$ cat config.mk
export PLATFORM = sky130hd
export DESIGN_NAME = signed_bcd_seq
export DESIGN_NICKNAME = d
export VERILOG_FILES = /design/src/rtl/bcd_pkg.sv /design/src/rtl/bcd_add3.sv /design/src/rtl/signed_bcd_seq.sv
export SDC_FILE = /design/constraint.sdc
export NUM_CORES = 1
export LEC_CHECK = 0
export ABC_AREA = 1
export CORE_AREA = 2 2 148 150
export DETAILED_ROUTE_END_ITERATION = 12
export DIE_AREA = 0 0 150 152
export GPL_TIMING_DRIVEN = 0
export HOLD_SLACK_MARGIN = 0.1
export SYNTH_ARGS = -nofsm -noshare
export SYNTH_HDL_FRONTEND = slang
export SYNTH_SLANG_ARGS = --single-unit
$ cat constraint.sdc
create_clock -name clk -period 1.35 [get_ports clk]
set_input_delay 0.2025 -clock clk [delete_from_list [all_inputs] [get_ports clk]]
set_output_delay 0.2025 -clock clk [all_outputs]
set_load 0.03 [all_outputs]
$ cat src/rtl/bcd_pkg.sv
// Shared constants and FSM state type for the signed binary-to-BCD converter.
package bcd_pkg;

    typedef enum logic [1:0] {
        IDLE  = 2'd0,
        SHIFT = 2'd1,
        DONE  = 2'd2
    } state_e;

    localparam int NUM_DISP_DIGITS = 7;
    localparam int NUM_BCD_DIGITS  = 10;

    localparam logic [NUM_DISP_DIGITS*4-1:0] BCD_MAX_DISP = 28'h9999999;

endpackage

$ cat src/rtl/bcd_add3.sv
// Double-dabble nibble correction: digits of 5 or more get +3 before the shift.
module bcd_add3 (
    input  logic [3:0] din,
    output logic [3:0] dout
);

    assign dout = (din >= 4'd5) ? (din + 4'd3) : din;

endmodule

$ cat src/rtl/signed_bcd_seq.sv
// Sequential signed binary to sign + 7-digit BCD converter (iterative double-dabble).
// Build option: SIGNED_BCD_SATURATE_EN clamps the displayed digits to 9999999 on overflow.
module signed_bcd_seq
    import bcd_pkg::*;
#(
    parameter int IN_W = 32
) (
    input  logic            clk,
    input  logic            rst,
    input  logic            in_valid,
    input  logic [IN_W-1:0] in_data,
    output logic            in_ready,
    output logic            out_valid,
    output logic            sign,
    output logic [3:0]      d0,
    output logic [3:0]      d1,
    output logic [3:0]      d2,
    output logic [3:0]      d3,
    output logic [3:0]      d4,
    output logic [3:0]      d5,
    output logic [3:0]      d6,
    output logic            overflow
);

    localparam int CNT_W  = $clog2(IN_W + 1);
    localparam int BCD_W  = NUM_BCD_DIGITS * 4;
    localparam int DISP_W = NUM_DISP_DIGITS * 4;

    localparam logic [1:0] S_IDLE  = IDLE;
    localparam logic [1:0] S_SHIFT = SHIFT;
    localparam logic [1:0] S_DONE  = DONE;

    localparam logic [CNT_W-1:0] LAST_ITER = CNT_W'(IN_W - 1);

    logic [1:0]        state_reg;
    logic [CNT_W-1:0]  cnt_reg;
    logic [BCD_W-1:0]  bcd_reg;
    logic [BCD_W-1:0]  bcd_adj;
    logic [IN_W-1:0]   mag_reg;
    logic [IN_W-1:0]   mag_next;
    logic              sign_cap_reg;

    logic              out_valid_reg;
    logic              sign_reg;
    logic              overflow_reg;
    logic              overflow_next;
    logic [DISP_W-1:0] digits_reg;
    logic [DISP_W-1:0] digits_next;

    genvar gi;
    generate
        for (gi = 0; gi < NUM_BCD_DIGITS; gi++) begin : g_add3
            bcd_add3 u_add3 (
                .din  (bcd_reg[gi*4 +: 4]),
                .dout (bcd_adj[gi*4 +: 4])
            );
        end
    endgenerate

    // Unsigned IN_W-bit negate: the most negative input maps to 2^(IN_W-1) without wrapping.
    always_comb begin
        mag_next = in_data;
        if (in_data[IN_W-1]) begin
            mag_next = ~in_data + IN_W'(1);
        end
    end

    always_comb begin
        overflow_next = |bcd_reg[BCD_W-1:DISP_W];
`ifdef SIGNED_BCD_SATURATE_EN
        digits_next = overflow_next ? BCD_MAX_DISP : bcd_reg[DISP_W-1:0];
`else
        digits_next = bcd_reg[DISP_W-1:0];
`endif
    end

    always_ff @(posedge clk) begin
        if (rst) begin
            state_reg     <= S_IDLE;
            cnt_reg       <= '0;
            bcd_reg       <= '0;
            mag_reg       <= '0;
            sign_cap_reg  <= 1'b0;
            out_valid_reg <= 1'b0;
            sign_reg      <= 1'b0;
            overflow_reg  <= 1'b0;
            digits_reg    <= '0;
        end else begin
            out_valid_reg <= 1'b0;
            case (state_reg)
                S_IDLE: begin
                    if (in_valid) begin
                        sign_cap_reg <= in_data[IN_W-1];
                        mag_reg      <= mag_next;
                        bcd_reg      <= '0;
                        cnt_reg      <= '0;
                        state_reg    <= S_SHIFT;
                    end
                end
                S_SHIFT: begin
                    // Correct every nibble, then shift the next magnitude bit into the BCD LSB.
                    bcd_reg <= (bcd_adj << 1) | {{(BCD_W-1){1'b0}}, mag_reg[IN_W-1]};
                    mag_reg <= mag_reg << 1;
                    cnt_reg <= cnt_reg + CNT_W'(1);
                    if (cnt_reg == LAST_ITER) begin
                        state_reg <= S_DONE;
                    end
                end
                S_DONE: begin
                    sign_reg      <= sign_cap_reg;
                    overflow_reg  <= overflow_next;
                    digits_reg    <= digits_next;
                    out_valid_reg <= 1'b1;
                    state_reg     <= S_IDLE;
                end
                default: begin
                    state_reg <= S_IDLE;
                end
            endcase
        end
    end

    assign in_ready  = (state_reg == S_IDLE);
    assign out_valid = out_valid_reg;
    assign sign      = sign_reg;
    assign overflow  = overflow_reg;
    assign d0        = digits_reg[3:0];
    assign d1        = digits_reg[7:4];
    assign d2        = digits_reg[11:8];
    assign d3        = digits_reg[15:12];
    assign d4        = digits_reg[19:16];
    assign d5        = digits_reg[23:20];
    assign d6        = digits_reg[27:24];

endmodule

==> Word level (Yosys, flattened, before mapping) <==
Cells that the tools add are included.
{ "op_classes": {"bitwise_logic": 2, "n_mux": 21, "magnitude_cmp": 10, "eq_ne": 5, "add_sub_neg": 12, "n_div": 0, "n_reduce_logical": 6, "n_shift": 0, "mul": 0} }
{ "op_table": {"columns": ["op", "n"], "rows": [
  ["40-bit one-hot mux with 2 select lines", 1],
  ["32-bit two-way mux", 2],
  ["32-bit one-hot mux with 2 select lines", 1],
  ["4-bit by 3-bit >= comparator with 1-bit output, second input constant", 10],
  ["40-bit two-way mux", 1],
  ["40-bit by 1-bit OR with 40-bit output", 1],
  ["4-bit by 2-bit adder with 4-bit output, second input constant", 9],
  ["4-bit two-way mux", 9],
  ["32-bit by 1-bit adder with 32-bit output, second input constant", 1],
  ["32-bit inverter", 1],
  ["6-bit one-hot mux with 2 select lines", 1],
  ["12-bit OR reduction", 1],
  ["6-bit by 1-bit adder with 6-bit output, second input constant", 1],
  ["6-bit by 5-bit equality test with 1-bit output, second input constant", 1],
  ["6-bit two-way mux", 1],
  ["2-bit AND reduction", 3],
  ["2-bit two-way mux", 2],
  ["2-bit != test, second input constant", 2],
  ["2-bit one-hot mux with 2 select lines", 1],
  ["3-bit by 2-bit adder with 3-bit output, second input constant", 1],
  ["3-bit two-way mux", 1],
  ["2-bit by 1-bit equality test with 1-bit output, second input constant", 1],
  ["2-bit equality test, second input constant", 1],
  ["2-bit logical NOT", 1],
  ["other kinds (2)", 2]
]} }
{ "word_totals": {"in_bits": 35, "ram_bits": 0, "output_inout_bits": 32, "mem_bits_ro": 0, "latch_bits": 0, "wordCells": 65, "regBits": 112, "n_memories": 0} }

==> Depth between registers and ports, before layout <==
{ "logic_depth": {"word_depth": 5, "mapped_depth": 11, "ltp_nobuf": 11} }

==> Hierarchy <==
A second synthesis with hierarchy kept.
{ "hier_totals": {"hier_cells": 933, "hier_area_um2": 6492.5} }
{ "modules_own_cells": {"columns": ["module", "seq_area_each_um2", "n_inst", "area_each_um2", "cells_per_inst"], "rows": [
  ["signed_bcd_seq", 2242.2, 1, 5141.2, 703],
  ["bcd_add3", 0.0, 10, 135.1, 23]
]} }

==> Least setup slack after synthesis <==
OpenSTA, ideal clock, no wires.
{ "synth_path": {"path_type": "reg-to-reg", "start": "register state_reg[0]", "end": "register bcd_reg[15]", "path_slack_ps": -80, "path_stages_with_launch": 9, "setup_ps": 132, "required_time_ps": 1218, "arrival_time_ps": 1298, "n_path_buf": 2, "period_less_slack_ps": 1430, "path_cell_list": "dfxtp_1 > nor2_2 > nand2_2 > inv_2 > nor2_4 > buf_6 > buf_4 > nand2_1 > a21oi_1"} }
{ "synth_between": {"elab_chain_cells": 3, "word_cells_on_any_way": 6, "cone_classes": "eq/ne: 2; mux: 1; reduce/logical: 3"} }
{ "synth_lines": {"columns": ["item", "line", "source"], "rows": [
  ["from (decl)", "signed_bcd_seq.sv:35", "logic [1:0] state_reg;"],
  ["from (signal assigned)", "signed_bcd_seq.sv:79", "state_reg <= S_IDLE;"],
  ["from (signal assigned)", "signed_bcd_seq.sv:97", "state_reg <= S_SHIFT;"],
  ["from (signal assigned)", "signed_bcd_seq.sv:106", "state_reg <= S_DONE;"],
  ["2-bit logical NOT (*)", null, null],
  ["named net in_ready", "signed_bcd_seq.sv:12", "output logic in_ready,"],
  ["2-bit != test (no source line) / 2-bit nonzero test (equally long branches)", null, null],
  ["2-bit AND reduction (no source line)", null, null],
  ["to (signal assigned)", "signed_bcd_seq.sv:102", "bcd_reg <= (bcd_adj << 1) | {{(BCD_W-1){1'b0}}, mag_reg[IN_W-1]};"],
  ["to (decl)", "signed_bcd_seq.sv:37", "logic [BCD_W-1:0] bcd_reg;"]
]} }
Mark *: on every way through the listed nets, which the timed path passes. The rest lies on a longest branch.
A chain may end at the register's enable or synchronous reset.

==> Worst setup path in the final report <==
{ "layout_path": {"start": "register state_reg[0]", "end": "register mag_reg[31]"} }
{ "layout_between": {"elab_chain_cells": 3, "word_cells_on_any_way": 6, "cone_classes": "eq/ne: 2; mux: 1; reduce/logical: 3"} }
{ "layout_lines": {"columns": ["item", "line", "source"], "rows": [
  ["2-bit by 1-bit equality test with 1-bit output / 2-bit logical NOT (equally long branches)", "signed_bcd_seq.sv:90", "case (state_reg)"],
  ["2-bit nonzero test (no source line) / 2-bit != test (equally long branches)", null, null],
  ["2-bit AND reduction (no source line)", null, null],
  ["to (signal assigned)", "signed_bcd_seq.sv:94", "mag_reg <= mag_next;"],
  ["to (signal assigned)", "signed_bcd_seq.sv:103", "mag_reg <= mag_reg << 1;"],
  ["to (decl)", "signed_bcd_seq.sv:39", "logic [IN_W-1:0] mag_reg;"]
]} }
Parallel ways exist; a longest one is shown, timed or not.

==> flow_metrics.tcl <==
set metrics [dict create \
    status "finished, violations left" \
    violations "negative setup slack" \
    ant_nets 0 \
    dpl_worst_slack_ns -0.692 \
    routedWlPerCell_um 14.0 \
    synth-warning-count 0 \
    timing.final.hold_violations 0 \
    path_clk_slew_ns 0.07 \
    overflow 0 \
    hp-class "in -> reg" \
    max-slew-margin-rel 0.620 \
    yosysSeqAreaShare 0.373 \
    yosysTopAreaCell "dfxtp_1" \
    root_buffer "clkbuf_16" \
    maxCapViolCount 0 \
    clockBufferDepth 2 \
    cts_buffers 9 \
    max_freq_mhz 719 \
    first_pass_iters 5 \
    final_cell_mix "158 x nand2_1, 102 x a21oi_1, 92 x dfxtp_1" \
    fin_ws_ns -0.0404 \
    die-width_um 150 \
    cpPeakStageDelay_ns 0.37 \
    antennaDiodeCount 0 \
    cp.arrival_ns 1.67 \
    drt-initial-drc-count 338 \
    placed_cell_area_um2 7030 \
    maxSlewViolCount 0 \
    vdd_ir_drop_max_uv 754 \
    post-route-min-period_ns 1.39 \
    die_h_um 152 \
    crit_top_cell "nor2_4" \
    synthCells 867 \
    cts_hold_buffers 0 \
    final_util 0.371 \
    synth.avg_cell_area_um2 6.94 \
    worstPathMaxFanout 6 \
    leakagePower_nw 3.25 \
    drive_above_1_share 0.221 \
    drc 0 \
    async_flop_share 0 \
    grt_max_degree 18 \
    tritoncts "built" \
    final_area_um2 7930 \
    h-tree-depth 3 \
    port_buffers 66 \
    synth_top_area_frac 0.373 \
    synth_seq_cells 112 \
    grt_pass1_wl_um 27100 \
    grt_pass1_vias 5343 \
    cts.sinks 112 \
    die_area_um2 22800 \
    finalNetCount 1026 \
    layout_commonest_cell "nand2_1" \
    crit_chain "nor2_4 -> nand2_4 -> inv_4 -> nor2_4 -> buf_6 -> nor3_2 -> nand3b_1 -> a21oi_1" \
    start_kind "register" \
    clk_latency_ns 0.36 \
    fp-row-count 54 \
    post-dp-hpwl_um 12500 \
    cpMaxStageDelayCell "dfxtp_4" \
    viasPerCell 4.85 \
    num_io_pins 67 \
    syn_nets 927 \
    gp_congestion 0.856 \
    powerDensity_nw_per_um2 910 \
    rsz0062_at_grt "true" \
    synth_area_um2 6020 \
    wl_um 17500 \
    ys_types 36 \
    area_growth_pct 31.8 \
    largest_reg_flops 40 \
    crit_required_ns 1.63 \
    track_usage 0.149 \
    start_util 0.282 \
    worstMarginPinSlew_ns 0.570 \
    setup_viol 17 \
    synth_top_flop_cell "dfxtp_1" \
    synth_edf_count 0 \
    antenna_found_initial 0 \
    synthTopCellsByArea "dfxtp_1 37%, nand2_1 10%, a21oi_1 9.1%" \
    crit_type "reg -> reg" \
    core_um2 21400 \
    fin_skew_ns 0.00915 \
    whs_ns 0.139 \
    vias 6071 \
    cp-end-kind "register" \
    period_share 1.03 \
]
## final cells by class
type / count / area (µm²)
plain buffers: 40 / 308
clock buffers: 12 / 246
clock inverters: 4 / 53.8
fillers: 2273 / 13400
inverters: 99 / 380
multi-input cells: 616 / 3540
flip-flops and latches: 112 / 2280
well taps: 280 / 350
repair buffers: 88 / 768
## critical path: cells and delay by family (launching register included)
kind	cells	cell delay [ns]
AOI/OAI and AO/OA	1	0.15
buffers and inverters	2	0.23
DFF	1	0.37
and+or+nand+nor	5	0.56
## power breakdown
part	internal, mW	leakage, nW	switching [mW]
Sequential	3.38	0.920	0.0610
Combinational	0.403	2.19	0.636
Clock	1.50	0.139	1.24
## timing repair
action | 4_1_cts | 5_1_grt
gates cloned | 1 | 2
pin swaps | 7 | 27
hold endpoints to repair | 0 | 0
resized for setup | 122 | 129
buffers inserted | 6 | 14
setup endpoints to repair | 140 | 108
## final timing paths
check,slack (ns),cells after the start,end,startpoint
min,0.14,3,mag_reg[0],in_data[0]
min reg2reg,0.46,2,cnt_reg[4],cnt_reg[4]
max,-0.04,8,mag_reg[31],state_reg[0]
max reg2reg,-0.04,8,mag_reg[31],state_reg[0]
## cell families after synthesis
logic type	Yosys count	share of synthesized area
AND/OR/NAND/NOR	358	0.263
AO/OA/AOI/OAI	223	0.203
buffers and inverters	140	0.0965
flip-flops	112	0.373
adder cells (fa/ha/maj)	25	0.0520
XOR/XNOR	9	0.0131
## metal layers
layer  up-vias  GRT usage  routed length (µm)
li1       3097          -                   -
met1      2777      0.208                8500
met2       172      0.233                7900
met3        25     0.0201                 738
met4         0     0.0512                 363
met5         -          0                   0
## cell usage after synthesis, types with 4 or more instances
cell type / n
a21oi_1: 109
a22oi_1: 24
a31oi_1: 7
buf_2: 17
clkbuf_1: 16
dfxtp_1: 112
ha_1: 25
inv_1: 97
nand2_1: 161
nand2_2: 7
nand3_1: 85
nand3b_1: 6
nand4_1: 5
nor2_1: 66
nor2_2: 5
nor2_4: 4
nor3_1: 12
o21ai_0: 73
xor2_1: 9
## metrics by stage
stage | std cells | TNS [ns] | power, mW
2_1_floorplan | 867 | 0 | 4.04
3_3_place_gp | 1213 | -50.37 | 4.40
3_5_place_dp | 1213 | -49.93 | 4.41
4_1_cts | 1236 | -0.0883 | 7.17
5_1_grt | 1251 | -4.14 | 7.53
6_report | 1251 | -0.257 | 7.22
Power figures use the tool's default switching activity.
